==> src/rtl/roi_mask_gen_if.sv <==
// Bus bundle for roi_mask_gen: config writes, pixel stream, mask output and count readback.
// The master drives config and pixels. The slave (the generator) returns the mask and counts.
interface roi_mask_gen_if #(
  parameter int unsigned X_W   = 10,
  parameter int unsigned Y_W   = 10,
  parameter int unsigned N_REG = 4,
  parameter int unsigned CNT_W = 19
) ();
  localparam int unsigned SEL_W = (N_REG > 1) ? $clog2(N_REG) : 1;
  localparam int unsigned B_W   = (X_W > Y_W) ? X_W : Y_W;

  logic             cfg_we;
  logic [SEL_W+1:0] cfg_addr;
  logic [B_W-1:0]   cfg_wdata;
  logic             frame_start;
  logic             pix_valid;
  logic [X_W-1:0]   tv_x;
  logic [Y_W-1:0]   tv_y;
  logic             pix_fg;
  logic [N_REG-1:0] mask;
  logic             mask_valid;
  logic [SEL_W-1:0] cnt_sel;
  logic [CNT_W-1:0] cnt_out;
  logic             cnt_valid;

  modport master (
    output cfg_we, cfg_addr, cfg_wdata, frame_start, pix_valid, tv_x, tv_y, pix_fg, cnt_sel,
    input  mask, mask_valid, cnt_out, cnt_valid
  );

  modport slave (
    input  cfg_we, cfg_addr, cfg_wdata, frame_start, pix_valid, tv_x, tv_y, pix_fg, cnt_sel,
    output mask, mask_valid, cnt_out, cnt_valid
  );
endinterface

==> src/rtl/roi_mask_gen.sv <==
// Region-of-interest mask generator: N_REG runtime windows tested per pixel.
// It also keeps per-frame saturating foreground counts, which are latched at each frame boundary.
module roi_mask_gen #(
  parameter int unsigned X_W   = 10,
  parameter int unsigned Y_W   = 10,
  parameter int unsigned N_REG = 4,
  parameter int unsigned CNT_W = 19
) (
  input logic          clk,
  input logic          rst_n,
  roi_mask_gen_if.slave bus
);
  localparam int unsigned SEL_W = (N_REG > 1) ? $clog2(N_REG) : 1;

  logic [X_W-1:0] sh_x0_q [N_REG];
  logic [X_W-1:0] sh_x1_q [N_REG];
  logic [Y_W-1:0] sh_y0_q [N_REG];
  logic [Y_W-1:0] sh_y1_q [N_REG];
  logic [X_W-1:0] ac_x0_q [N_REG];
  logic [X_W-1:0] ac_x1_q [N_REG];
  logic [Y_W-1:0] ac_y0_q [N_REG];
  logic [Y_W-1:0] ac_y1_q [N_REG];

  logic [SEL_W-1:0] cfg_idx;
  logic [1:0]       cfg_fld;
  logic [N_REG-1:0] hit;

  logic [N_REG-1:0] mask_q;
  logic             mask_valid_q;
  logic             fg_q;
  logic             fs_q;
  logic [CNT_W-1:0] run_q [N_REG];
  logic [CNT_W-1:0] lat_q [N_REG];
  logic             cnt_valid_q;

  assign cfg_idx = bus.cfg_addr[SEL_W+1:2];
  assign cfg_fld = bus.cfg_addr[1:0];

  // A write landing with frame_start goes to shadow only; active copies the old shadow value.
  always_ff @(posedge clk or negedge rst_n) begin
    if (!rst_n) begin
      for (int i = 0; i < N_REG; i++) begin
        sh_x0_q[i] <= '1;
        sh_x1_q[i] <= '0;
        sh_y0_q[i] <= '1;
        sh_y1_q[i] <= '0;
        ac_x0_q[i] <= '1;
        ac_x1_q[i] <= '0;
        ac_y0_q[i] <= '1;
        ac_y1_q[i] <= '0;
      end
    end else begin
      if (bus.frame_start) begin
        for (int i = 0; i < N_REG; i++) begin
          ac_x0_q[i] <= sh_x0_q[i];
          ac_x1_q[i] <= sh_x1_q[i];
          ac_y0_q[i] <= sh_y0_q[i];
          ac_y1_q[i] <= sh_y1_q[i];
        end
      end
      if (bus.cfg_we) begin
        for (int i = 0; i < N_REG; i++) begin
          if (int'(cfg_idx) == i) begin
            case (cfg_fld)
              2'd0:    sh_x0_q[i] <= bus.cfg_wdata[X_W-1:0];
              2'd1:    sh_x1_q[i] <= bus.cfg_wdata[X_W-1:0];
              2'd2:    sh_y0_q[i] <= bus.cfg_wdata[Y_W-1:0];
              default: sh_y1_q[i] <= bus.cfg_wdata[Y_W-1:0];
            endcase
          end
        end
      end
    end
  end

  // The first pixel of a frame is tested against the bounds being loaded that cycle.
  always_comb begin
    hit = '0;
    for (int i = 0; i < N_REG; i++) begin
      hit[i] = (bus.tv_x >= (bus.frame_start ? sh_x0_q[i] : ac_x0_q[i])) &&
               (bus.tv_x <= (bus.frame_start ? sh_x1_q[i] : ac_x1_q[i])) &&
               (bus.tv_y >= (bus.frame_start ? sh_y0_q[i] : ac_y0_q[i])) &&
               (bus.tv_y <= (bus.frame_start ? sh_y1_q[i] : ac_y1_q[i]));
    end
  end

  always_ff @(posedge clk or negedge rst_n) begin
    if (!rst_n) begin
      mask_q       <= '0;
      mask_valid_q <= 1'b0;
      fg_q         <= 1'b0;
      fs_q         <= 1'b0;
    end else begin
      mask_q       <= bus.pix_valid ? hit : '0;
      mask_valid_q <= bus.pix_valid;
      fg_q         <= bus.pix_fg;
      fs_q         <= bus.frame_start;
    end
  end

  always_ff @(posedge clk or negedge rst_n) begin
    if (!rst_n) begin
      cnt_valid_q <= 1'b0;
      for (int i = 0; i < N_REG; i++) begin
        run_q[i] <= '0;
        lat_q[i] <= '0;
      end
    end else begin
      cnt_valid_q <= fs_q;
      for (int i = 0; i < N_REG; i++) begin
        if (fs_q) begin
          lat_q[i] <= run_q[i];
          run_q[i] <= (mask_valid_q && fg_q && mask_q[i]) ? CNT_W'(1) : '0;
        end else if (mask_valid_q && fg_q && mask_q[i] && (run_q[i] != '1)) begin
          run_q[i] <= run_q[i] + CNT_W'(1);
        end
      end
    end
  end

  always_comb begin
    bus.cnt_out = '0;
    for (int i = 0; i < N_REG; i++) begin
      if (int'(bus.cnt_sel) == i) bus.cnt_out = lat_q[i];
    end
  end

  assign bus.mask       = mask_q;
  assign bus.mask_valid = mask_valid_q;
  assign bus.cnt_valid  = cnt_valid_q;
endmodule

==> src/flat_wrapper.sv <==
// flat-port wrapper written by rule: the top's interface ports become plain ports
module roi_mask_gen_flat 
#(
  parameter int unsigned X_W   = 10,
  parameter int unsigned Y_W   = 10,
  parameter int unsigned N_REG = 4,
  parameter int unsigned CNT_W = 19
)
  (clk, rst_n, bus_cfg_we, bus_cfg_addr, bus_cfg_wdata, bus_frame_start, bus_pix_valid, bus_tv_x, bus_tv_y, bus_pix_fg, bus_cnt_sel, bus_mask, bus_mask_valid, bus_cnt_out, bus_cnt_valid);
  roi_mask_gen_if #(.X_W(X_W), .Y_W(Y_W), .N_REG(N_REG), .CNT_W(CNT_W)) bus_i ();
  input logic clk;
  input logic rst_n;
  input wire logic [$bits(bus_i.cfg_we)-1:0] bus_cfg_we;
  input wire logic [$bits(bus_i.cfg_addr)-1:0] bus_cfg_addr;
  input wire logic [$bits(bus_i.cfg_wdata)-1:0] bus_cfg_wdata;
  input wire logic [$bits(bus_i.frame_start)-1:0] bus_frame_start;
  input wire logic [$bits(bus_i.pix_valid)-1:0] bus_pix_valid;
  input wire logic [$bits(bus_i.tv_x)-1:0] bus_tv_x;
  input wire logic [$bits(bus_i.tv_y)-1:0] bus_tv_y;
  input wire logic [$bits(bus_i.pix_fg)-1:0] bus_pix_fg;
  input wire logic [$bits(bus_i.cnt_sel)-1:0] bus_cnt_sel;
  output wire logic [$bits(bus_i.mask)-1:0] bus_mask;
  output wire logic [$bits(bus_i.mask_valid)-1:0] bus_mask_valid;
  output wire logic [$bits(bus_i.cnt_out)-1:0] bus_cnt_out;
  output wire logic [$bits(bus_i.cnt_valid)-1:0] bus_cnt_valid;
  assign bus_i.cfg_we = bus_cfg_we;
  assign bus_i.cfg_addr = bus_cfg_addr;
  assign bus_i.cfg_wdata = bus_cfg_wdata;
  assign bus_i.frame_start = bus_frame_start;
  assign bus_i.pix_valid = bus_pix_valid;
  assign bus_i.tv_x = bus_tv_x;
  assign bus_i.tv_y = bus_tv_y;
  assign bus_i.pix_fg = bus_pix_fg;
  assign bus_i.cnt_sel = bus_cnt_sel;
  assign bus_mask = bus_i.mask;
  assign bus_mask_valid = bus_i.mask_valid;
  assign bus_cnt_out = bus_i.cnt_out;
  assign bus_cnt_valid = bus_i.cnt_valid;
  roi_mask_gen #(.X_W(X_W), .Y_W(Y_W), .N_REG(N_REG), .CNT_W(CNT_W)) u_core (.clk(clk), .rst_n(rst_n), .bus(bus_i));
endmodule
==> config.mk <==
export PLATFORM = sky130hd
export DESIGN_NAME = roi_mask_gen_flat
export DESIGN_NICKNAME = d
export VERILOG_FILES = /design/src/rtl/roi_mask_gen_if.sv /design/src/rtl/roi_mask_gen.sv /design/src/flat_wrapper.sv
export SDC_FILE = /design/constraint.sdc
export NUM_CORES = 1
export LEC_CHECK = 0
export ABC_AREA = 1
export BUFFER_PORTS_ARGS = -buffer_cell sky130_fd_sc_hd__clkbuf_2
export CAP_MARGIN = 20
export CORE_MARGIN = 2
export CORE_UTILIZATION = 45
export CTS_CLUSTER_SIZE = 8
export DETAILED_ROUTE_END_ITERATION = 16
export GPL_TIMING_DRIVEN = 0
export RECOVER_POWER = 50
export REMOVE_ABC_BUFFERS = 1
export SLEW_MARGIN = 20
export SYNTH_ARGS = -nofsm -noshare
export SYNTH_HDL_FRONTEND = slang
export SYNTH_SLANG_ARGS = --single-unit
==> constraint.sdc <==
create_clock -name clk -period 2.27 [get_ports clk]
set_input_delay 0.1135 -clock clk [delete_from_list [all_inputs] [get_ports clk]]
set_output_delay 0.1135 -clock clk [all_outputs]
set_load 0.01 [all_outputs]
==> metrics.txt, run 1 <==
Hold Path Class=input port to async pin; CP required=2.76 ns; period utilization=0.920; clk_lat worst skew=0.60 ns; max-cap violations=0; slew margin rel.=0.311; Pwr Total=23.5 mW; ranking of synthesized cells by area=dfrtp_1, dfstp_2, nand2_1; vias post-DR=18,900; Antenna diodes=0; Synth area leader=dfrtp_1; core area=53,800 um^2; largest family of logic cells by synthesized area=simple AND/OR/NAND/NOR gates; DRT iter0 DRCs=1,255; number of placed instances, taps included=3,588; row count=85; # DRC=0; die area=56,300 um^2; area delta synth->final=12.7%; Post-Synthesis Cell Area=24,500 um^2; grt ovf=0; Worst Path Arrival=2.58 ns; overall routing resource usage=0.215; type of the worst setup path=flip-flop to flip-flop; area occupied by multi-input gates=10,100 um^2; Synth Area in Simple Gates=0.181; Post-Synth XOR/XNOR Area=0.0114; Fin. Hold Viols=0; ys async rst share=1.00; outcome=complete, no violations; Die Y=237 um; post-synthesis adder-cell area fraction=0.0837; IO Port Bufs=66; Peak VDD IR=0.590 mV; Critical Path End Type=flip-flop; layout cells sized above 1=0.116; vias per cell=5.09; Final HPWL DP=38,700 um; Post-Synthesis Cells=2,929; EDFF count, synth=0; Leakage=13.3 nW; Setup WS pre-CTS=-0.442 ns; number of global-route vias before repair=18,400; mux contribution to synthesized area=0.00735; count leader, synth=nand2_1; first-pass GRT wire length=96,400 um; CTS max path bufs=3; largest net degree at the start of global routing=121; Tightest Pin Transition=1.03 ns; power density over the cells=850 nW/um^2; WL/cell=15.8 um; Nets=3,174; TritonRoute pass-1 iters=5; Startpoint Class=flip-flop; Setup-failing EPs final=0; Seq cells post-synth=480; post-route insts no fill=3,707; Period minus WS final=2.09 ns; total area of sequential cells=12,200 um^2; initial antenna violation count=0; antenna-violating nets left=0; Syn Area/Cell=8.37 um^2; Synth cell types=40; commonest cells in the netlist=nand2_1, inv_1, o21ai_0; FILL cells=5,098; Initial Util=0.455; Synth Area in Compound Gates=0.126; top_reg_cell synth=dfrtp_1; clk_skew=0.0231 ns; Fmax achieved=479 MHz; CTS sink cnt=480; H-tree depth=3; RD Place Congestion=0.877; area fraction of the dominant cell type after synthesis=0.327; post-route setup slack=0.182 ns; Clock transition at path regs=0.05 ns; Die X=237 um; Ys Warns=0; Routed WL=58,700 um; IO Pins=67; Slew Limit Fails=0; setup TNS=0 ns; CTS tree=built; crit-path max FO=2; CTS buffer count=70; Seq/Total Area, Yosys=0.498; CTS Root Cell=clkbuf_16
==> power by group <==
| part | internal [mW] | switching [mW] |
|---|---|---|
| sequential | 10.0 | 0.441 |
| combinational | 1.21 | 2.12 |
| clock | 5.83 | 3.87 |
==> critical path: stages, from the launching register on <==
cell and delay, ns:
dfstp_1 0.53, inv_1 0.04, nand2_1 0.04, o21ai_0 0.12, ha_1 0.33, a21oi_1 0.06
o21ai_0 0.35, o21ai_0 0.18, nand2_1 0.08, nand2_1 0.05, nor2_1 0.19
==> cells by family after synthesis <==
logic type	after synthesis
simple gates	1077
compound gates	579
fa+ha+maj	164
buf+inv	581
flops	480
mux	16
xor+xnor	32
==> state kept, by name, indices dropped and copies added, names as in the netlist, 4 cells and up <==
signal and count:
u_core.sh_x1_q 40, u_core.sh_y1_q 40, u_core.ac_x1_q 40, u_core.sh_y0_q 40
u_core.ac_x0_q 40, u_core.sh_x0_q 40, u_core.ac_y0_q 40, u_core.ac_y1_q 40
u_core.bus.mask 4, u_core.run_q 76, u_core.lat_q 76
==> final cells by class <==
cell class                 instances  area share
clock inverter                     7     0.00354
timing repair buffer              80      0.0239
sequential                       480       0.443
clock buffer                     108      0.0698
multi-input combinational       1868       0.365
inverter                         468      0.0640
tap                              696      0.0315
==> per-stage QoR <==
stage          hold slack, ns   util  area [um^2]
2_1_floorplan          -0.182      -        24000
3_3_place_gp            0.223  0.469        25200
3_5_place_dp            0.112  0.474        25500
4_1_cts                0.0484  0.513        27600
5_1_grt                0.0530  0.513        27600
6_report               0.0434  0.513        27600
==> layer usage <==
| layer | track usage | part of all wire | vias to the layer above |
|---|---|---|---|
| met5 | 0 | 0 | - |
| met4 | 0.0667 | 0.028 | 0 |
| met3 | 0.0397 | 0.044 | 97 |
| met2 | 0.356 | 0.47 | 348 |
| met1 | 0.286 | 0.46 | 8978 |
| li1 | - | - | 9428 |
==> worst paths after layout <==
path	start	to	slack, ns	depth (start not counted)
setup / recovery	u_core.sh_y0_q[23]	u_core.bus.mask[1]	0.18	10
setup reg to reg	u_core.sh_y0_q[23]	u_core.bus.mask[1]	0.18	10
hold reg to reg	u_core.lat_q[34]	u_core.lat_q[34]	0.48	2
max in group asynchronous	rst_n	u_core.sh_x0_q[10]	0.60	5
hold / removal	rst_n	u_core.run_q[42]	0.04	2
min in group clk	bus_frame_start	u_core.ac_x1_q[11]	0.14	4
==> placed cells by master (no fill, tap or decap), types with 13 or more instances in the layout <==
cell type | netlist | routed
nand4_1 | 53 | 53
clkbuf_16 | 0 | 71
clkbuf_1 | 77 | 37
inv_1 | 464 | 463
nor2_1 | 152 | 148
ha_1 | 164 | 164
a21oi_1 | 69 | 68
mux2_1 | 0 | 13
o21ai_2 | 16 | 16
dfrtp_1 | 320 | 316
dfstp_2 | 160 | 134
o21ai_0 | 429 | 428
o22ai_1 | 15 | 15
nand2_1 | 737 | 737
dfstp_1 | 0 | 26
nand3_1 | 91 | 91
xor2_1 | 21 | 21
clkbuf_2 | 0 | 63
==> timing repair <==
item | 4_1_cts | 5_1_grt
pin swaps | 0 | 1
hold buffers | 3 | 0
gates resized for setup | 0 | 13
hold endpoints to repair | 215 | 0
setup endpoints to repair | 3 | 45
buffers inserted | 1 | 0
(Power assumes the default switching activity.)
==> run 2, diff against run 1 <==
Settings changed: ABC_AREA 1 to unset.
==> run 2 against run 1 <==
Synthesized cell count down 37%. Core utilization up 1.8 points. Non-clock buffer count up 5. Clock skew down 0.0058 ns. Sequential share of layout area up 1.4 points. Critical path depth down 2. Combinational power up 32%. Via count down 23%. Critical path type unchanged. Largest cell class unchanged. Largest power group unchanged. Highest routed layer is now met5.
==> metrics.txt, run 2 <==
outcome=complete, no violations; Period minus WS final=2.23 ns; worst r2r src=u_core.sh_x0_q[30]; post-route insts no fill=2,645; CP max stage delay=0.43 ns; RR Endpoint=u_core.bus.mask[0]; TritonRoute pass-1 iters=7; Antenna diodes=0; Fin. Hold Viols=0; Post-Synthesis Cell Area=23,100 um^2; type of the worst setup path=flip-flop to flip-flop; GR Util met2=0.342; Net Switching=6.69 mW; most frequent cells in the layout=dfrtp_1, mux2_2, ha_1; Seq/Total Area, Yosys=0.529; largest net degree at the start of global routing=90; H-tree depth=3; Die X=230 um; area fraction of the dominant cell type after synthesis=0.347; RD Place Congestion=0.840; top flop regs=u_core.lat_q (76), u_core.run_q (76); commonest cells in the netlist=dfrtp_1, mux2_2, ha_1; internal power=18.4 mW; DRT iter0 DRCs=904; design area=26,800 um^2; top_reg_cell synth=dfrtp_1; period utilization=0.981; area delta synth->final=16.0%; CP required=2.74 ns; CTS sink cnt=480; routing usage on met3=0.0346; Most Crowded Layer GR=met2; core area=50,400 um^2; vias per cell=5.46; Synth area leader=dfrtp_1; CTS max path bufs=3; Post-Synthesis Cells=1,833; CTS buffer count=70; area occupied by multi-input gates=10,300 um^2; Seq cells post-synth=480; Setup-failing EPs final=0; number of placed instances, taps included=2,523; initial antenna violation count=1; sw frac=0.267; max-cap violations=0; Tightest Pin Transition=1.11 ns; fin util=0.531; antenna-violating nets left=0; Worst Path Arrival=2.70 ns; EDFF count, synth=0; Synth cell types=56; RSZ-0062 raised after global routing=yes; power density over the cells=938 nW/um^2; IO Port Bufs=66; crit-path max FO=2; CTS tree=built; Die Y=230 um; Setup crit end=u_core.bus.mask[0]; vias post-DR=14,400; Clock transition at path regs=0.05 ns; crit-path cells=mux2_2 > ha_1 > nand2b_1 > a21o_1 > a21oi_2 > o21ai_2 > a221o_1 > and4_1; first-pass GRT wire length=84,600 um; clk_skew=0.0173 ns; Final HPWL DP=33,900 um; Slew Limit Fails=0; Routed WL=52,200 um; Crit-path slowest cell=a221o_1; Leakage=12.7 nW; Nets=2,137; flop-to-flop setup slack=0.04 ns; number of global-route vias before repair=15,200; power share of the clock group=0.383; grt ovf=0; Post-CTS Setup Repair Bufs=0; die area=53,100 um^2; Fmax achieved=449 MHz; WL/cell=19.7 um; # DRC=0; CTS Root Cell=clkbuf_16; overall routing resource usage=0.203; ys async rst share=1.00; most common cell after layout, fill and taps aside=dfrtp_1; Peak VDD IR=0.501 mV; FILL cells=4,359; layout cells sized above 1=0.325; Hold Path Class=input port to async pin; Ys Warns=0; worst r2r path cells=8; sequential fraction of design power=0.442; Critical Path Source=u_core.sh_x0_q[30]; Post-Place Cell Area=24,300 um^2; ranking of synthesized cells by area=dfrtp_1, dfstp_2, mux2_2; Startpoint Class=flip-flop; count leader, synth=dfrtp_1; slew margin rel.=0.256; power share of the combinational group=0.174; row count=82; total area of sequential cells=12,200 um^2; Syn Area/Cell=12.6 um^2; Critical Path End Type=flip-flop; GR Util met1=0.266; Initial Util=0.458; IO Pins=67; clk_lat worst skew=0.60 ns
-- run 2: cell types whose count changed after synthesis, sizes merged, moves of 15 or more --
cell,delta
o22ai,-15
and3,+17
nand2,-702
mux2,+236
nand2b,+17
inv,-309
buf,-21
mux4,+19
nor2,-67
o21ai,-418
mux2i,+146
nand3,-56
clkbuf,-33
-- run 2: worst min path at each step --
stage	start	to	slack [ns]	cells after the start
after floorplan	rst_n	u_core.ac_x1_q[0]	-0.18	0
after global placement	bus_pix_fg	u_core.fg_q	0.22	1
after detailed placement	rst_n	u_core.bus.cnt_valid	0.13	1
after CTS	bus_frame_start	u_core.fs_q	0.02	2
after global routing	bus_frame_start	u_core.fs_q	0.06	2
final	rst_n	u_core.bus.cnt_valid	0.06	2
-- run 2: power groups by stage --
stage	registers [mW]	clock network, mW	logic [mW]
detailed placement	11.2	0	4.16
finish	11.1	9.62	4.38
global placement	11.2	0	4.01
floorplan	11.1	0	2.87
CTS	11.1	9.87	4.28
global route	11.3	10.3	5.02
-- run 2: layer usage --
metal / routed length [um] / part of all wire
met1: 23700 / 0.45
met2: 25300 / 0.48
met5: 11 / 0.00021
met3: 1610 / 0.031
met4: 1610 / 0.031
-- run 2: metrics by stage --
step                hold slack [ns]  setup TNS (ns)  worst slack, ns  power, mW
detailed placement            0.128           -5.98            -1.08       15.4
floorplan                    -0.182         -183.22            -1.38       13.9
global route                 0.0644         -0.0522          -0.0305       26.6
global placement              0.224        -4937.53            -9.69       15.2
CTS                          0.0216         -0.0773          -0.0773       25.2
finish                       0.0579               0           0.0425       25.1
-- run 2: timing repair --
| action | in CTS | in global routing |
|---|---|---|
| gates cloned | 2 | 1 |
| pin swaps | 3 | 9 |
| resized for setup | 16 | 32 |
| hold buffers | 4 | 0 |
| setup endpoints to repair | 25 | 73 |
| endpoints found under the hold margin | 170 | 0 |
-- run 2: logic make-up after synthesis --
group	count (synthesis)	synth area share
buffers and inverters	218	0.0358
flip-flops	480	0.529
adder cells (fa/ha/maj)	164	0.0889
XOR/XNOR	54	0.0205
multiplexers	417	0.205
AO/OA/AOI/OAI	171	0.0464
AND/OR/NAND/NOR	329	0.0741
-- run 2: layout make-up --
| class | instances | share of cell area |
|---|---|---|
| tap | 672 | 0.0314 |
| multi-input combinational | 1135 | 0.384 |
| clock inverter | 7 | 0.00355 |
| clock buffer | 107 | 0.0722 |
| timing repair buffer | 85 | 0.0303 |
| inverter | 159 | 0.0223 |
| sequential | 480 | 0.456 |
-- run 2: critical path, delay by kind of cell (launching register included) --
kind	cells	cell delay [ns]
fa+ha+maj	1	0.26
flops	1	0.36
mux	1	0.27
compound gates	4	0.90
simple gates	2	0.32
==> run 3, diff against run 2 <==
Settings changed: PLACE_DENSITY set to 0.63.
==> run 3 against run 2 <==
Fmax is 0.41% higher. Final cell count is 0.68% higher. Critical path type unchanged. Clock power is 3.3% lower. Die area stayed put. Worst hold slack better by 0.034 ns. Count of clock-buffer cells in the layout stayed put. Design area is 0.16% higher. Highest routed layer unchanged.
==> metrics.txt, run 3 (same netlist as run 2, synthesis figures left out) <==
Most Crowded Layer GR=met2; period utilization=0.977; largest net degree at the start of global routing=94; Die Y=230 um; grt ovf=0; Fin. Hold Viols=0; post-route insts no fill=2,663; fin util=0.532; number of placed instances, taps included=2,523; slew margin rel.=0.0917; Worst Path Arrival=2.65 ns; outcome=complete, no violations; CTS buffer count=69; most common cell after layout, fill and taps aside=dfrtp_1; Die X=230 um; design area=26,800 um^2; Antenna diodes=0; clk_lat worst skew=0.59 ns; CTS Root Cell=clkbuf_16; Fmax achieved=451 MHz; power share of the combinational group=0.181; Crit-path slowest cell=dfstp_2; vias per cell=5.48; Final HPWL DP=33,400 um; # DRC=0; worst r2r path cells=8; antenna-violating nets left=0; Setup crit end=u_core.bus.mask[1]; routing usage on met3=0.0396; first-pass GRT wire length=85,100 um; RD Place Congestion=0.843; vias post-DR=14,600; crit-path cells=mux2_2 > ha_1 > nand2b_1 > a211oi_2 > o21ai_2 > a21o_1 > a2111oi_4 > nor4b_2; Startpoint Class=flip-flop; TritonRoute pass-1 iters=7; internal power=18.3 mW; Net Switching=6.64 mW; CTS max path bufs=3; setup TNS=0 ns; Peak VDD IR=0.583 mV; flop-to-flop setup slack=0.05 ns; IO Pins=67; most frequent cells in the layout=dfrtp_1, mux2_2, ha_1; initial antenna violation count=1; IO Port Bufs=66; top flop regs=u_core.lat_q (76), u_core.run_q (76); WL/cell=19.7 um; sequential fraction of design power=0.445; DRT iter0 DRCs=1,115; Nets=2,157; CP max stage delay=0.36 ns; area delta synth->final=16.2%; Post-Place Cell Area=24,300 um^2; CP required=2.70 ns; row count=82; WHS=0.0921 ns; crit-path max FO=2; layout cells sized above 1=0.305; worst r2r src=u_core.sh_x0_q[20]; RR Endpoint=u_core.bus.mask[1]; sw frac=0.266; GR Util met2=0.339; max-cap violations=0; core area=50,400 um^2; die area=53,100 um^2; Critical Path Source=u_core.sh_x0_q[20]; RSZ-0062 raised after global routing=yes; Clock transition at path regs=0.05 ns; H-tree depth=3; power density over the cells=930 nW/um^2; number of global-route vias before repair=15,200; power share of the clock group=0.373; overall routing resource usage=0.205; Tightest Pin Transition=1.36 ns; Slew Limit Fails=0; Setup-failing EPs final=0; clk_skew=0.0231 ns; CTS tree=built; Routed WL=52,500 um; Hold Path Class=input port to async pin; Initial Util=0.458; Period minus WS final=2.22 ns; type of the worst setup path=flip-flop to flip-flop; Critical Path End Type=flip-flop; Leakage=12.7 nW; GR Util met1=0.271; FILL cells=4,318; CTS sink cnt=480
[run 3: worst max-delay path, delay by kind of cell (launching register included)]
kind | cells | cell delay (ns)
compound gates | 4 | 0.92
fa+ha+maj | 1 | 0.26
flops | 1 | 0.36
mux | 1 | 0.27
simple gates | 2 | 0.25
[run 3: timing repair]
action | in CTS | in global routing
setup buffers | 0 | 1
hold buffers | 24 | 0
setup endpoints to repair | 22 | 28
pin swaps | 3 | 10
gates resized for setup | 20 | 38
gates cloned | 4 | 0
endpoints found under the hold margin | 91 | 0
[run 3: layer usage]
metal	vias to the layer above	share of wire
met5	-	0.00025
met4	2	0.024
met3	94	0.037
met2	264	0.49
met1	7475	0.45
li1	6752	-
[run 3: layout make-up]
class                   count  area, um^2  area share
well taps                 672         841      0.0314
repair buffers            106         960      0.0358
inverters                 159         597      0.0223
multi-input cells        1135       10300       0.383
clock inverters             4        61.3     0.00229
flip-flops and latches    480       12200       0.456
clock buffers             107        1870      0.0697
[run 3: power by group through the flow]
| stage | clock (mW) | sequential (mW) | combinational, mW |
|---|---|---|---|
| 2_1_floorplan | 0 | 11.1 | 2.87 |
| 3_3_place_gp | 0 | 11.2 | 3.99 |
| 3_5_place_dp | 0 | 11.2 | 4.14 |
| 4_1_cts | 9.56 | 11.1 | 4.44 |
| 5_1_grt | 9.97 | 11.3 | 5.16 |
| 6_report | 9.30 | 11.1 | 4.52 |
[run 3: how the worst min path moves through the flow]
stage                            to  slack, ns  depth (start not counted)
3_3_place_gp            u_core.fg_q       0.23                          1
6_report       u_core.bus.cnt_valid       0.09                          2
3_5_place_dp   u_core.bus.cnt_valid       0.15                          1
2_1_floorplan     u_core.ac_x1_q[0]      -0.18                          0
4_1_cts        u_core.bus.cnt_valid       0.11                          2
5_1_grt        u_core.bus.cnt_valid       0.13                          2
[run 3: metrics by stage]
step | setup slack [ns] | total power, mW
3_3_place_gp | -9.61 | 15.2
4_1_cts | -0.0303 | 25.1
2_1_floorplan | -1.38 | 13.9
5_1_grt | -0.0417 | 26.4
3_5_place_dp | -1.36 | 15.4
6_report | 0.0515 | 24.9
